==> config.mk <==
export PLATFORM = sky130hd
export DESIGN_NAME = exec_step_ctrl_flat
export DESIGN_NICKNAME = d
export VERILOG_FILES = /design/src/rtl/exec_step_ctrl_pkg.sv /design/src/rtl/exec_step_ctrl_if.sv /design/src/rtl/exec_step_ctrl_btn_debounce.sv /design/src/rtl/exec_step_ctrl.sv /design/src/flat_wrapper.sv
export SDC_FILE = /design/constraint.sdc
export NUM_CORES = 1
export LEC_CHECK = 0
export CORE_MARGIN = 2
export CORE_UTILIZATION = 47
export DETAILED_ROUTE_END_ITERATION = 10
export PLACE_DENSITY = 0.8
export SETUP_SLACK_MARGIN = 0.1
export SLEW_MARGIN = 10
export SYNTH_ARGS = -nofsm -noshare
export SYNTH_HDL_FRONTEND = slang
export SYNTH_SLANG_ARGS = --single-unit
==> constraint.sdc <==
create_clock -name clk -period 3.9 [get_ports clk]
set_input_delay 0.78 -clock clk [delete_from_list [all_inputs] [get_ports clk]]
set_output_delay 0.78 -clock clk [all_outputs]
set_load 0.1 [all_outputs]
==> src/rtl/exec_step_ctrl_pkg.sv <==
// Shared types and constants for the execution-control stage.
// State encoding and syscall service numbers used by the core front end.
package exec_step_ctrl_pkg;

    typedef enum logic [1:0] {
        RUN  = 2'd0,
        HALT = 2'd1,
        STEP = 2'd2
    } exec_state_t;

    // Syscall service number ($v0) that requests a print and must not halt the core.
    localparam int unsigned PRINT_SERVICE = 34;

    function automatic logic is_print_service(input logic [31:0] v0);
        return v0 == 32'(PRINT_SERVICE);
    endfunction

    function automatic logic stop_request(input logic syscall, input logic print_irq);
        return syscall & ~print_irq;
    endfunction

endpackage

==> src/rtl/exec_step_ctrl_if.sv <==
// Control bundle between the core front end and the execution-control stage.
// master = core/board side, slave = exec_step_ctrl.
interface exec_step_ctrl_if #(
    parameter int unsigned CNT_W = 32
);
    logic             go_btn;
    logic             run_mode;
    logic             syscall;
    logic             print_irq;
    logic             pc_en;
    logic             halted;
    logic             go_pulse;
    logic [CNT_W-1:0] retired;

    modport master (
        output go_btn, run_mode, syscall, print_irq,
        input  pc_en, halted, go_pulse, retired
    );

    modport slave (
        input  go_btn, run_mode, syscall, print_irq,
        output pc_en, halted, go_pulse, retired
    );
endinterface

==> src/rtl/exec_step_ctrl_btn_debounce.sv <==
// Push-button conditioner: 2-flop synchronizer, stability counter and a
// registered one-cycle pulse on the debounced rising edge.
module btn_debounce #(
    parameter int unsigned DEBOUNCE_CYCLES = 16
) (
    input  logic clk,
    input  logic rst,
    input  logic btn,
    output logic pulse
);
    localparam int unsigned CW = (DEBOUNCE_CYCLES > 1) ? $clog2(DEBOUNCE_CYCLES) : 1;
    localparam logic [CW-1:0] LAST = CW'(DEBOUNCE_CYCLES - 1);

    logic [1:0]    sync_q;
    logic          go_s;
    logic [CW-1:0] cnt_q;
    logic          go_db_q;
    logic          go_db_d1_q;
    logic          pulse_q;

    assign go_s = sync_q[1];

    always_ff @(posedge clk or negedge rst) begin
        if (!rst) begin
            sync_q <= '0;
        end else begin
            sync_q <= {sync_q[0], btn};
        end
    end

    // The level only moves after DEBOUNCE_CYCLES consecutive disagreeing samples.
    always_ff @(posedge clk or negedge rst) begin
        if (!rst) begin
            cnt_q   <= '0;
            go_db_q <= 1'b0;
        end else if (go_s == go_db_q) begin
            cnt_q <= '0;
        end else if (cnt_q == LAST) begin
            go_db_q <= go_s;
            cnt_q   <= '0;
        end else begin
            cnt_q <= cnt_q + CW'(1);
        end
    end

    always_ff @(posedge clk or negedge rst) begin
        if (!rst) begin
            go_db_d1_q <= 1'b0;
            pulse_q    <= 1'b0;
        end else begin
            go_db_d1_q <= go_db_q;
            pulse_q    <= go_db_q & ~go_db_d1_q;
        end
    end

    assign pulse = pulse_q;

endmodule

==> src/rtl/exec_step_ctrl.sv <==
// Execution control for the single-cycle core: RUN/HALT/STEP sequencing of the
// PC enable, GO button conditioning and a retired-instruction counter.
module exec_step_ctrl
    import exec_step_ctrl_pkg::*;
#(
    parameter int unsigned DEBOUNCE_CYCLES = 16,
    parameter int unsigned CNT_W           = 32,
    parameter bit          START_RUN       = 1'b1
) (
    input logic             clk,
    input logic             rst,
    exec_step_ctrl_if.slave bus
);
    localparam exec_state_t RESET_STATE = START_RUN ? RUN : HALT;

    exec_state_t      state_q;
    exec_state_t      state_nxt;
    logic             stop_req;
    logic             pc_en;
    logic             go_pulse;
    logic             halted_q;
    logic [CNT_W-1:0] retired_q;

    btn_debounce #(
        .DEBOUNCE_CYCLES(DEBOUNCE_CYCLES)
    ) u_go_debounce (
        .clk   (clk),
        .rst   (rst),
        .btn   (bus.go_btn),
        .pulse (go_pulse)
    );

    assign stop_req = stop_request(bus.syscall, bus.print_irq);

    always_ff @(posedge clk or negedge rst) begin
        if (!rst) begin
            state_q <= RESET_STATE;
        end else begin
            state_q <= state_nxt;
        end
    end

    // A halting syscall beats single-step mode; GO is only honoured from HALT.
    always_comb begin
        state_nxt = state_q;
        case (state_q)
            RUN: begin
                if (stop_req || !bus.run_mode) begin
                    state_nxt = HALT;
                end
            end
            HALT: begin
                if (go_pulse) begin
                    state_nxt = STEP;
                end
            end
            STEP: begin
                state_nxt = bus.run_mode ? RUN : HALT;
            end
            default: begin
                state_nxt = RESET_STATE;
            end
        endcase
    end

    // STEP commits unconditionally so the halting syscall itself retires.
    always_comb begin
        pc_en = 1'b0;
        case (state_q)
            RUN:     pc_en = ~stop_req;
            HALT:    pc_en = 1'b0;
            STEP:    pc_en = 1'b1;
            default: pc_en = 1'b0;
        endcase
    end

    always_ff @(posedge clk or negedge rst) begin
        if (!rst) begin
            halted_q <= ~START_RUN;
        end else begin
            halted_q <= (state_nxt == HALT);
        end
    end

    always_ff @(posedge clk or negedge rst) begin
        if (!rst) begin
            retired_q <= '0;
        end else if (pc_en) begin
            retired_q <= retired_q + CNT_W'(1);
        end
    end

    assign bus.pc_en    = pc_en;
    assign bus.halted   = halted_q;
    assign bus.go_pulse = go_pulse;
    assign bus.retired  = retired_q;

endmodule

==> src/flat_wrapper.sv <==
// flat-port wrapper written by rule: the top's interface ports become plain ports
module exec_step_ctrl_flat import exec_step_ctrl_pkg::*;
#(
    parameter int unsigned DEBOUNCE_CYCLES = 16,
    parameter int unsigned CNT_W           = 32,
    parameter bit          START_RUN       = 1'b1
)
  (clk, rst, bus_go_btn, bus_run_mode, bus_syscall, bus_print_irq, bus_pc_en, bus_halted, bus_go_pulse, bus_retired);
  exec_step_ctrl_if #(.CNT_W(CNT_W)) bus_i ();
  input logic clk;
  input logic rst;
  input wire logic [$bits(bus_i.go_btn)-1:0] bus_go_btn;
  input wire logic [$bits(bus_i.run_mode)-1:0] bus_run_mode;
  input wire logic [$bits(bus_i.syscall)-1:0] bus_syscall;
  input wire logic [$bits(bus_i.print_irq)-1:0] bus_print_irq;
  output wire logic [$bits(bus_i.pc_en)-1:0] bus_pc_en;
  output wire logic [$bits(bus_i.halted)-1:0] bus_halted;
  output wire logic [$bits(bus_i.go_pulse)-1:0] bus_go_pulse;
  output wire logic [$bits(bus_i.retired)-1:0] bus_retired;
  assign bus_i.go_btn = bus_go_btn;
  assign bus_i.run_mode = bus_run_mode;
  assign bus_i.syscall = bus_syscall;
  assign bus_i.print_irq = bus_print_irq;
  assign bus_pc_en = bus_i.pc_en;
  assign bus_halted = bus_i.halted;
  assign bus_go_pulse = bus_i.go_pulse;
  assign bus_retired = bus_i.retired;
  exec_step_ctrl #(.DEBOUNCE_CYCLES(DEBOUNCE_CYCLES), .CNT_W(CNT_W), .START_RUN(START_RUN)) u_core (.clk(clk), .rst(rst), .bus(bus_i));
endmodule
======== Word level (Yosys, flattened, before mapping) ========
Cells that the tools add are included.
word-level totals
  bits in registers ....................... 44
  logic and storage cells ................. 32
operators by class
  add/subtract/negate cells ............... 2
  equality and inequality tests ........... 5
  muxes and demuxes ....................... 7
  bitwise operators ....................... 6
  reduce and logical (&&, ||, !) cells .... 4
operator list
  cell                     number
  $add A32 B1 Y32 const B  1
  $mux W4                  2
  $pmux W2 S3              1
  $add A4 B1 Y4 const B    1
  $eq A2 B1 Y1 const B     2
  $eq A4 B4 Y1 const B     1
  $mux W2                  2
  $not A1 Y1               4
  $and A1 B1 Y1            2
  $eq A2 B2 Y1 const B     1
  $logic_not A2 Y1         1
  $pmux W1 S2              1
  $reduce_and A2 Y1        1
  $eq A1 B1 Y1             1
  $logic_not A1 Y1         1
  $logic_or A1 B1 Y1       1
  $mux W1                  1

======== Logic depth before layout (Yosys ltp) ========
Gate-level depths: netlist of run 1.
  word-level depth ........................ 6
  gate-level depth with buffers ........... 6
  mapped depth without buffers ............ 6

======== Cells and area by module ========
Synthesis of run 1 repeated with hierarchy kept, for this count alone.
second synthesis, totals
  cell total of the unflattened synthesis .. 165
  area total of the unflattened synthesis .. 2052.0 um2
modules (own cells, without submodules)
  module          times used  cells an instance  area an instance (um2)
  exec_step_ctrl  1           144                1725.4
  btn_debounce    1           21                 326.6

======== Worst setup path before layout of run 1 ========
No wires, ideal clock.
  path kind ............................... input port to output port
  from .................................... input bus_syscall
  to ...................................... output bus_pc_en
  arrival ................................. 2.325 ns
  required time ........................... 3.120 ns
  path slack .............................. 0.795 ns
  stages on the path ...................... 2
  buffers on the path ..................... 0
  cell sequence ........................... nor3b_1 -> nor2_1
on the way
  longest elaborated chain between the ends .. 3
ends and longest elaborated chain
  what           RTL line                  source
  from (decl)    flat_wrapper.sv:14        input wire logic [$bits(bus_i.syscall)-1:0] bus_syscall;
  $and A1 B1 Y1  exec_step_ctrl_pkg.sv:19  return syscall & ~print_irq;
  $not A1 Y1     exec_step_ctrl.sv:70      RUN: pc_en = ~stop_req;
  $pmux W1 S2    exec_step_ctrl.sv:69      case (state_q)
  to (decl)      flat_wrapper.sv:16        output wire logic [$bits(bus_i.pc_en)-1:0] bus_pc_en;
No other way between the ends.

======== Worst setup path after layout of run 1 ========
Ends and elaborated chain as after synthesis.

==> results.json, run 1 <==
{
  "num_vias": 1295,
  "total_power_uw": 961,
  "first_pass_grt_wire_length_um": 5830,
  "dominantRegCellSynth": "sky130_fd_sc_hd__dfrtp_1",
  "cp.arrival_ns": 2.15,
  "hold_class": "flip-flop to flip-flop",
  "yosysWarningCount": 0,
  "wire_per_inst_um": 13.6,
  "detail_route_antenna_nets": 0,
  "async_reset_ff_share_pct": 100,
  "std_cell_rows": 22,
  "worst-slew-pin-transition_ns": 0.989,
  "io-pin-count": 41,
  "setup_tns_ns": 0,
  "timing.critical_path.required_ns": 3.12,
  "cp-start-kind": "primary input",
  "finalClockSkew_ns": 0.00452,
  "dieWidth_um": 67.3,
  "area_delta_synth_final_pct": 29.8,
  "timing.final.hold_violations": 0,
  "post_synth_inst_count": 158,
  "cts_tree": "built",
  "route.final.wire_length_um": 3440,
  "synth.largest_area_cell": "sky130_fd_sc_hd__dfrtp_1",
  "setup.worst_path.class": "primary input to output port",
  "detail_route.first_pass.iterations": 4,
  "fp.dieH_um": 67.3,
  "finalSetupViolCount": 0,
  "critical_path_peak_fanout": 4,
  "drt-initial-drc-count": 39,
  "ir_drop_mv": 0.315,
  "setup_repair_after_global_routing_missed_its_margin": "no",
  "synthDominantCellAreaShare_pct": 58.5,
  "clkTransAtPathRegs_ns": 0.08,
  "ys_ff_latch": 44,
  "layout_commonest_cell": "sky130_fd_sc_hd__dfrtp_1",
  "finalWeightedCongestion": 0.751,
  "detail_route.drc_violations": 0,
  "holdWs_ns": 0.367,
  "cp-startpoint": "bus_syscall",
  "grt_pass1_vias": 1267,
  "std_cell_core_area_um2": 3740,
  "synth_area_um2": 1880,
  "seq_area_frac_synth_pct": 58.5,
  "final-max-slew-violation-count": 0,
  "post_cts_resized": 0,
  "p_per_area_nw_per_um2": 394,
  "viasPerCell": 5.12,
  "layout-drive-gt1-share_pct": 9.27,
  "fp.dieArea_um2": 4530,
  "placement.io_buffers": 40,
  "net_count_synth": 166,
  "antenna_found_initial": 0,
  "drv.max_cap_violation_count": 0,
  "synthDistinctLibCells": 30,
  "worst_r2r_startpoint": "u_core.bus.retired[0]",
  "fmax_mhz": 341,
  "cts_buffers": 5,
  "worstSkewPairLatency_ns": 0.30,
  "cts.hold.buffers_added": 0,
  "cts.sinks": 44,
  "all_layer_gr_usage_pct": 17.5,
  "initial_core_util_pct": 50.3,
  "time_the_final_worst_path_needs_with_i_o_delays_and_setup_ns": 2.93,
  "finish.net_count": 212,
  "ys_top_cells_by_area": "sky130_fd_sc_hd__dfrtp_1 59%, sky130_fd_sc_hd__xnor2_1 9.8%, sky130_fd_sc_hd__xor2_1 5.6%",
  "post_synth.cell_area_avg_um2": 11.9,
  "outcome": "finished, final reports clean",
  "timing.final.crit_share_pct": 75.1,
  "min-delay-start": "u_core.u_go_debounce.sync_q[0]",
  "dp_hpwl_um": 2600,
  "critPathCaptureType": "output port",
  "synth_enable_flop_cells": 0,
  "globalRouteOverflowTotal": 0,
  "post_cts_buffers": 0,
  "most-common-layout-cells": "44 x sky130_fd_sc_hd__dfrtp_1, 38 x sky130_fd_sc_hd__clkdlybuf4s50_1, 21 x sky130_fd_sc_hd__xnor2_1",
  "utilization_pct": 65.2,
  "cts-root-buf": "sky130_fd_sc_hd__clkbuf_8",
  "grt_max_degree": 45,
  "antenna-diode-count": 0,
  "cts-root-to-sink-buffers": 2,
  "cts-htree-levels": 2,
  "maxSlewHeadroom_pct": 33.8,
  "power.leakage_nw": 1.11
}
[critical path, cell delays in order]
cell and delay [ns]:
sky130_fd_sc_hd__clkdlybuf4s50_1 0.46, sky130_fd_sc_hd__nor3b_1 0.45, sky130_fd_sc_hd__nor2_1 0.17, sky130_fd_sc_hd__buf_4 0.28
[worst paths after layout]
path,endpoint,slack [ns],depth (start not counted)
hold reg to reg,u_core.u_go_debounce.sync_q[1],0.37,0
min in group asynchronous,u_core.bus.retired[12],0.61,1
setup / recovery,bus_pc_en,0.97,4
setup reg to reg,u_core.bus.retired[16],2.25,6
hold / removal,u_core.u_go_debounce.sync_q[1],0.37,0
max in group asynchronous,u_core.bus.retired[26],2.72,1
[registers in the layout (all words and copies together), names as in the netlist]
register,flops
u_core.u_go_debounce.pulse,1
u_core.u_go_debounce.sync_q,2
u_core.bus.halted,1
u_core.state_q,2
u_core.u_go_debounce.go_db_q,1
u_core.u_go_debounce.cnt_q,4
u_core.bus.retired,32
u_core.u_go_debounce.go_db_d1_q,1
[Yosys cell counts, types with 2 or more instances]
master	n
sky130_fd_sc_hd__a21oi_1	2
sky130_fd_sc_hd__and3_1	5
sky130_fd_sc_hd__and4_4	2
sky130_fd_sc_hd__dfrtp_1	44
sky130_fd_sc_hd__ha_1	2
sky130_fd_sc_hd__inv_1	4
sky130_fd_sc_hd__mux2_2	2
sky130_fd_sc_hd__nand2_1	17
sky130_fd_sc_hd__nand3_1	5
sky130_fd_sc_hd__nand4_1	6
sky130_fd_sc_hd__nor2_1	12
sky130_fd_sc_hd__nor2b_1	2
sky130_fd_sc_hd__nor3_1	3
sky130_fd_sc_hd__nor3_2	2
sky130_fd_sc_hd__nor3b_1	2
sky130_fd_sc_hd__o21ai_0	3
sky130_fd_sc_hd__xnor2_1	21
sky130_fd_sc_hd__xor2_1	12
[power by group]
group          switching (mW)  internal (mW)  leakage (nW)  total [mW]
clock                   0.159          0.193        0.0548       0.352
sequential             0.0131          0.469         0.583       0.482
combinational          0.0950         0.0317         0.469       0.127
total                   0.268          0.693          1.11       0.961
[final cells by class]
class | count | area, µm²
well taps | 48 | 60.1
clock buffers | 5 | 68.8
inverters | 4 | 15.0
repair buffers | 40 | 393
fillers | 310 | 1300
clock inverters | 3 | 46.3
flip-flops and latches | 44 | 1100
multi-input cells | 109 | 758
[per-stage QoR]
stage               worst slack [ns]  area, µm²  instances
floorplan                      0.795       1880        158
global placement               0.997       2330        245
detailed placement             0.987       2330        245
CTS                            0.963       2440        253
global route                   0.856       2440        253
finish                         0.971       2440        253
[cells by family (layout without fill, tap and decap cells)]
family,after synthesis,in the layout,share of synthesized area (%)
compound gates,6,6,1.73
xor+xnor,33,33,15.4
fa+ha+maj,2,2,1.33
buf+inv,5,52,1.20
flops,44,44,58.5
mux,2,2,1.20
simple gates,66,66,20.7
[routing by layer]
metal  routed length (µm)  vias up  GRT usage, %
met1                 1420      639          20.9
li1                     -      622             -
met5                    0        -             0
met3                  155        5          5.17
met4                   44        0          6.38
met2                 1820       29          30.0
Power figures use the tool's default switching activity.
==> run 2: changes to the inputs <==
- clock period: 3.9 -> 2.9 ns (I/O delays scaled with it)
==> run 2 against run 1 <==
  * Sequential power is 35% higher
  * Power is 25% higher
  * Largest cell class unchanged
  * Worst hold slack worse by 0.0074 ns
  * Global-route usage is 0.97 points lower
  * Clock-buffer cell count is 1 higher
  * Register-to-register slack worse by 1.0 ns
  * Critical path type unchanged
  * Clock power is 8.8% higher
==> results.json, run 2 (synthesis results as in run 1) <==
{
  "outcome": "finished, final reports clean",
  "drt-initial-drc-count": 55,
  "all_layer_gr_usage_pct": 16.5,
  "area_delta_synth_final_pct": 25.1,
  "largest_register_ffs": 32,
  "fp.dieH_um": 67.3,
  "timing.critical_path.cells": "clkdlybuf4s50_1 -> nor3b_1 -> nor2_1 -> buf_12",
  "detail_route.first_pass.iterations": 4,
  "critical_path.slowest_cell": "sky130_fd_sc_hd__clkdlybuf4s50_1",
  "globalRouteOverflowTotal": 0,
  "final-max-slew-violation-count": 0,
  "cp.arrival_ns": 1.71,
  "cts.sinks": 44,
  "worst-slew-pin-transition_ns": 0.936,
  "cp_slowest_stage_delay_ns": 0.41,
  "grt_max_degree": 45,
  "finalWeightedCongestion": 0.740,
  "layout-drive-gt1-share_pct": 26.2,
  "viasPerCell": 5.13,
  "drv.max_cap_violation_count": 0,
  "initial_core_util_pct": 50.3,
  "r2r_cells": 5,
  "combPwrFrac_pct": 14.0,
  "detail_route_antenna_nets": 0,
  "clkTransAtPathRegs_ns": 0.07,
  "cts.hold.buffers_added": 0,
  "maxSlewHeadroom_pct": 37.6,
  "setup_repair_after_global_routing_missed_its_margin": "no",
  "critical_path_peak_fanout": 4,
  "timing.final.hold_violations": 0,
  "num_vias": 1302,
  "total_power_mw": 1.20,
  "cp-start-kind": "primary input",
  "power.internal_uw": 861,
  "placement.io_buffers": 40,
  "clockPowerShare_pct": 31.9,
  "most-common-layout-cells": "44 x sky130_fd_sc_hd__dfrtp_1, 35 x sky130_fd_sc_hd__buf_4, 21 x sky130_fd_sc_hd__xnor2_1",
  "cts-root-to-sink-buffers": 2,
  "min_path_cells": 0,
  "finalSetupViolCount": 0,
  "std_cell_core_area_um2": 3740,
  "fp.dieArea_um2": 4530,
  "finish.net_count": 213,
  "ir_drop_mv": 0.353,
  "cts_buffers": 5,
  "critPathCaptureType": "output port",
  "first_pass_grt_wire_length_um": 5620,
  "timing.critical_path.required_ns": 2.32,
  "std_cell_rows": 22,
  "dp_hpwl_um": 2510,
  "hold_class": "flip-flop to flip-flop",
  "wire_per_inst_um": 13.2,
  "cts-htree-levels": 2,
  "dieWidth_um": 67.3,
  "power.leakage_nw": 1.17,
  "io-pin-count": 41,
  "fmax_mhz": 438,
  "route.final.wire_length_um": 3360,
  "worstSkewPairLatency_ns": 0.29,
  "power.switching_uw": 340,
  "switching_portion_of_total_power_pct": 28.3,
  "layout_commonest_cell": "sky130_fd_sc_hd__dfrtp_1",
  "time_the_final_worst_path_needs_with_i_o_delays_and_setup_ns": 2.29,
  "finalClockSkew_ns": 0.00537,
  "antenna-diode-count": 0,
  "cts-root-buf": "sky130_fd_sc_hd__clkbuf_8",
  "antenna_found_initial": 0,
  "setup_tns_ns": 0,
  "p_seq_share_pct": 54.1,
  "timing.final.crit_share_pct": 78.8,
  "grt_pass1_vias": 1248,
  "post_cts_resized": 0,
  "detail_route.drc_violations": 0,
  "p_per_area_nw_per_um2": 510,
  "post_cts_buffers": 0,
  "setup.worst_path.class": "primary input to output port",
  "cts_tree": "built"
}
## run 2: layout make-up
class                      instances  area, µm²
sequential                        44       1100
clock inverter                     2       10.0
fill                             314       1390
clock buffer                       6       82.6
multi-input combinational        109        758
timing repair buffer              41        328
inverter                           4       15.0
tap                               48       60.1
## run 2: per-layer routing
metal	track usage (%)	up-vias	routed length, µm
met2	28.0	28	1760
met1	20.4	641	1450
met3	3.50	2	142
met5	0	-	0
li1	-	631	-
met4	7.14	0	12
## run 2: final timing paths
path                                           startpoint                        endpoint  slack [ns]
setup reg to reg                    u_core.bus.retired[3]          u_core.bus.retired[28]        1.25
hold reg to reg            u_core.u_go_debounce.sync_q[0]  u_core.u_go_debounce.sync_q[1]        0.36
setup / recovery                              bus_syscall                       bus_pc_en        0.61
hold / removal             u_core.u_go_debounce.sync_q[0]  u_core.u_go_debounce.sync_q[1]        0.36
min in group asynchronous                             rst          u_core.bus.retired[13]        0.43
max in group asynchronous                             rst           u_core.bus.retired[4]        1.90
## run 2: power by group through the flow
stage          clock, mW  sequential (mW)  combinational (mW)
4_1_cts            0.397            0.650               0.172
2_1_floorplan          0            0.748              0.0302
6_report           0.383            0.650               0.169
5_1_grt            0.435            0.655               0.180
3_5_place_dp           0            0.662               0.170
3_3_place_gp           0            0.660               0.166
## run 2: metrics by stage
stage / instances / setup slack [ns] / util (%) / instance area, µm² / hold slack [ns]
2_1_floorplan: 158 / 0.195 / - / 1880 / 0.284
3_3_place_gp: 246 / 0.653 / 60.4 / 2260 / 0.339
3_5_place_dp: 246 / 0.612 / 60.4 / 2260 / 0.337
4_1_cts: 254 / 0.608 / 62.9 / 2350 / 0.366
5_1_grt: 254 / 0.558 / 62.9 / 2350 / 0.386
6_report: 254 / 0.615 / 62.9 / 2350 / 0.360
## run 2: worst max-delay path: cells and delay by family
kind | cells | cell delay (ns)
simple gates | 2 | 0.48
buf+inv | 2 | 0.64
==> run 3: changes to the inputs <==
- CORE_UTILIZATION: 47 -> 45
- clock period: 2.9 -> 2.05 ns (I/O delays scaled with it)
==> run 3 against run 2 <==
  * Register-to-register slack got worse by 0.82 ns
  * Critical path depth rose by 1
  * Power grew 45%
  * Cell count increased by 2.4%
  * Wire length up 0.21%
  * Global-route usage fell by 0.28 points
==> results.json, run 3 (synthesis results as in run 1) <==
{
  "outcome": "finished, final reports clean",
  "dp_hpwl_um": 2620,
  "postPlaceCellArea_um2": 2330,
  "cts.sinks": 44,
  "maxSlewHeadroom_pct": 73.2,
  "final_area_um2": 2430,
  "num_vias": 1298,
  "io-pin-count": 41,
  "p_per_area_nw_per_um2": 714,
  "hold_class": "primary input to asynchronous set/reset pin",
  "fin_ws_ns": 0.190,
  "grt_pass1_vias": 1224,
  "finish.net_count": 217,
  "drt-initial-drc-count": 55,
  "area_delta_synth_final_pct": 29.3,
  "time_the_final_worst_path_needs_with_i_o_delays_and_setup_ns": 1.86,
  "layout_commonest_cell": "sky130_fd_sc_hd__buf_4",
  "finalNonFillerCells": 260,
  "dieWidth_um": 68.7,
  "multi_input_comb_area_um2": 766,
  "setup_tns_ns": 0,
  "setup.worst_path.class": "primary input to output port",
  "antenna-diode-count": 0,
  "cp-start-kind": "primary input",
  "clkTransAtPathRegs_ns": 0.08,
  "fp.dieArea_um2": 4710,
  "cts-htree-levels": 2,
  "dp.cells": 252,
  "drv.max_cap_violation_count": 0,
  "critPathCaptureType": "output port",
  "worst-slew-pin-transition_ns": 0.402,
  "cts-root-to-sink-buffers": 2,
  "utilization_pct": 60.8,
  "cts_tree": "built",
  "cts.hold.buffers_added": 0,
  "worstSkewPairLatency_ns": 0.29,
  "most-common-layout-cells": "39 x sky130_fd_sc_hd__buf_4, 24 x sky130_fd_sc_hd__dfrtp_2, 21 x sky130_fd_sc_hd__xnor2_1",
  "final-max-slew-violation-count": 0,
  "wire_per_inst_um": 13.0,
  "layout-drive-gt1-share_pct": 39.0,
  "grt_max_degree": 19,
  "fmax_mhz": 538,
  "fp.dieH_um": 68.7,
  "route.final.wire_length_um": 3370,
  "std_cell_core_area_um2": 4000,
  "detail_route_antenna_nets": 0,
  "setup_repair_after_global_routing_missed_its_margin": "no",
  "cts-root-buf": "sky130_fd_sc_hd__clkbuf_8",
  "pre_cts_slack_ns": 0.0756,
  "viasPerCell": 4.99,
  "holdWs_ns": 0.0330,
  "largest_register_ffs": 32,
  "detail_route.first_pass.iterations": 6,
  "finalWeightedCongestion": 0.728,
  "first_pass_grt_wire_length_um": 5510,
  "globalRouteOverflowTotal": 0,
  "timing.critical_path.required_ns": 1.64,
  "finalSetupViolCount": 0,
  "final.fill_count": 329,
  "total_power_mw": 1.74,
  "initial_core_util_pct": 47.0,
  "placement.io_buffers": 40,
  "power.leakage_nw": 1.16,
  "ir_drop_mv": 0.442,
  "timing.final.crit_share_pct": 90.7,
  "critical_path_peak_fanout": 4,
  "std_cell_rows": 23,
  "seqCellArea_um2": 1130,
  "all_layer_gr_usage_pct": 16.2,
  "finalClockSkew_ns": 0.00606,
  "cp.arrival_ns": 1.45,
  "cts_buffers": 5,
  "detail_route.drc_violations": 0,
  "antenna_found_initial": 0,
  "timing.final.hold_violations": 0
}
-- run 3: path summary, 6_finish.rpt --
path	start	endpoint	slack [ns]	depth (start not counted)
max	bus_syscall	bus_pc_en	0.19	5
min	rst	u_core.bus.retired[12]	0.03	1
max reg2reg	u_core.state_q[0]	u_core.bus.retired[17]	0.43	5
min reg2reg	u_core.u_go_debounce.sync_q[0]	u_core.u_go_debounce.sync_q[1]	0.36	0
max in group asynchronous	rst	u_core.bus.retired[0]	1.46	2
min in group clk	u_core.u_go_debounce.sync_q[0]	u_core.u_go_debounce.sync_q[1]	0.36	0
-- run 3: power breakdown --
group,internal [mW],leakage (nW),switching (mW)
Combinational,0.0612,0.557,0.181
Sequential,0.896,0.547,0.0261
Clock,0.307,0.0515,0.266
Total,1.26,1.16,0.473
-- run 3: routing by layer --
| metal | track usage [%] | wire, µm | vias to the layer above |
|---|---|---|---|
| met1 | 21.3 | 1500 | 628 |
| li1 | - | - | 638 |
| met3 | 4.38 | 148 | 8 |
| met5 | 0 | 0 | - |
| met4 | 8.25 | 70 | 0 |
| met2 | 24.8 | 1650 | 24 |
-- run 3: worst max-delay path, stage by stage --
cell and delay [ns]:
sky130_fd_sc_hd__clkdlybuf4s50_1 0.46, sky130_fd_sc_hd__nor3b_1 0.18, sky130_fd_sc_hd__buf_4 0.17, sky130_fd_sc_hd__nor2_4 0.05, sky130_fd_sc_hd__buf_12 0.17
-- run 3: what timing repair did --
action / CTS / global route
endpoints found under the setup margin: 0 / 1
resized for setup: 0 / 1
buffers inserted: 0 / 0
-- run 3: layout make-up --
cell class / instances / share of cell area [%]
inverter: 4 / 0.617
sequential: 44 / 46.5
clock buffer: 8 / 4.12
tap: 50 / 2.57
multi-input combinational: 109 / 31.5
timing repair buffer: 45 / 14.7
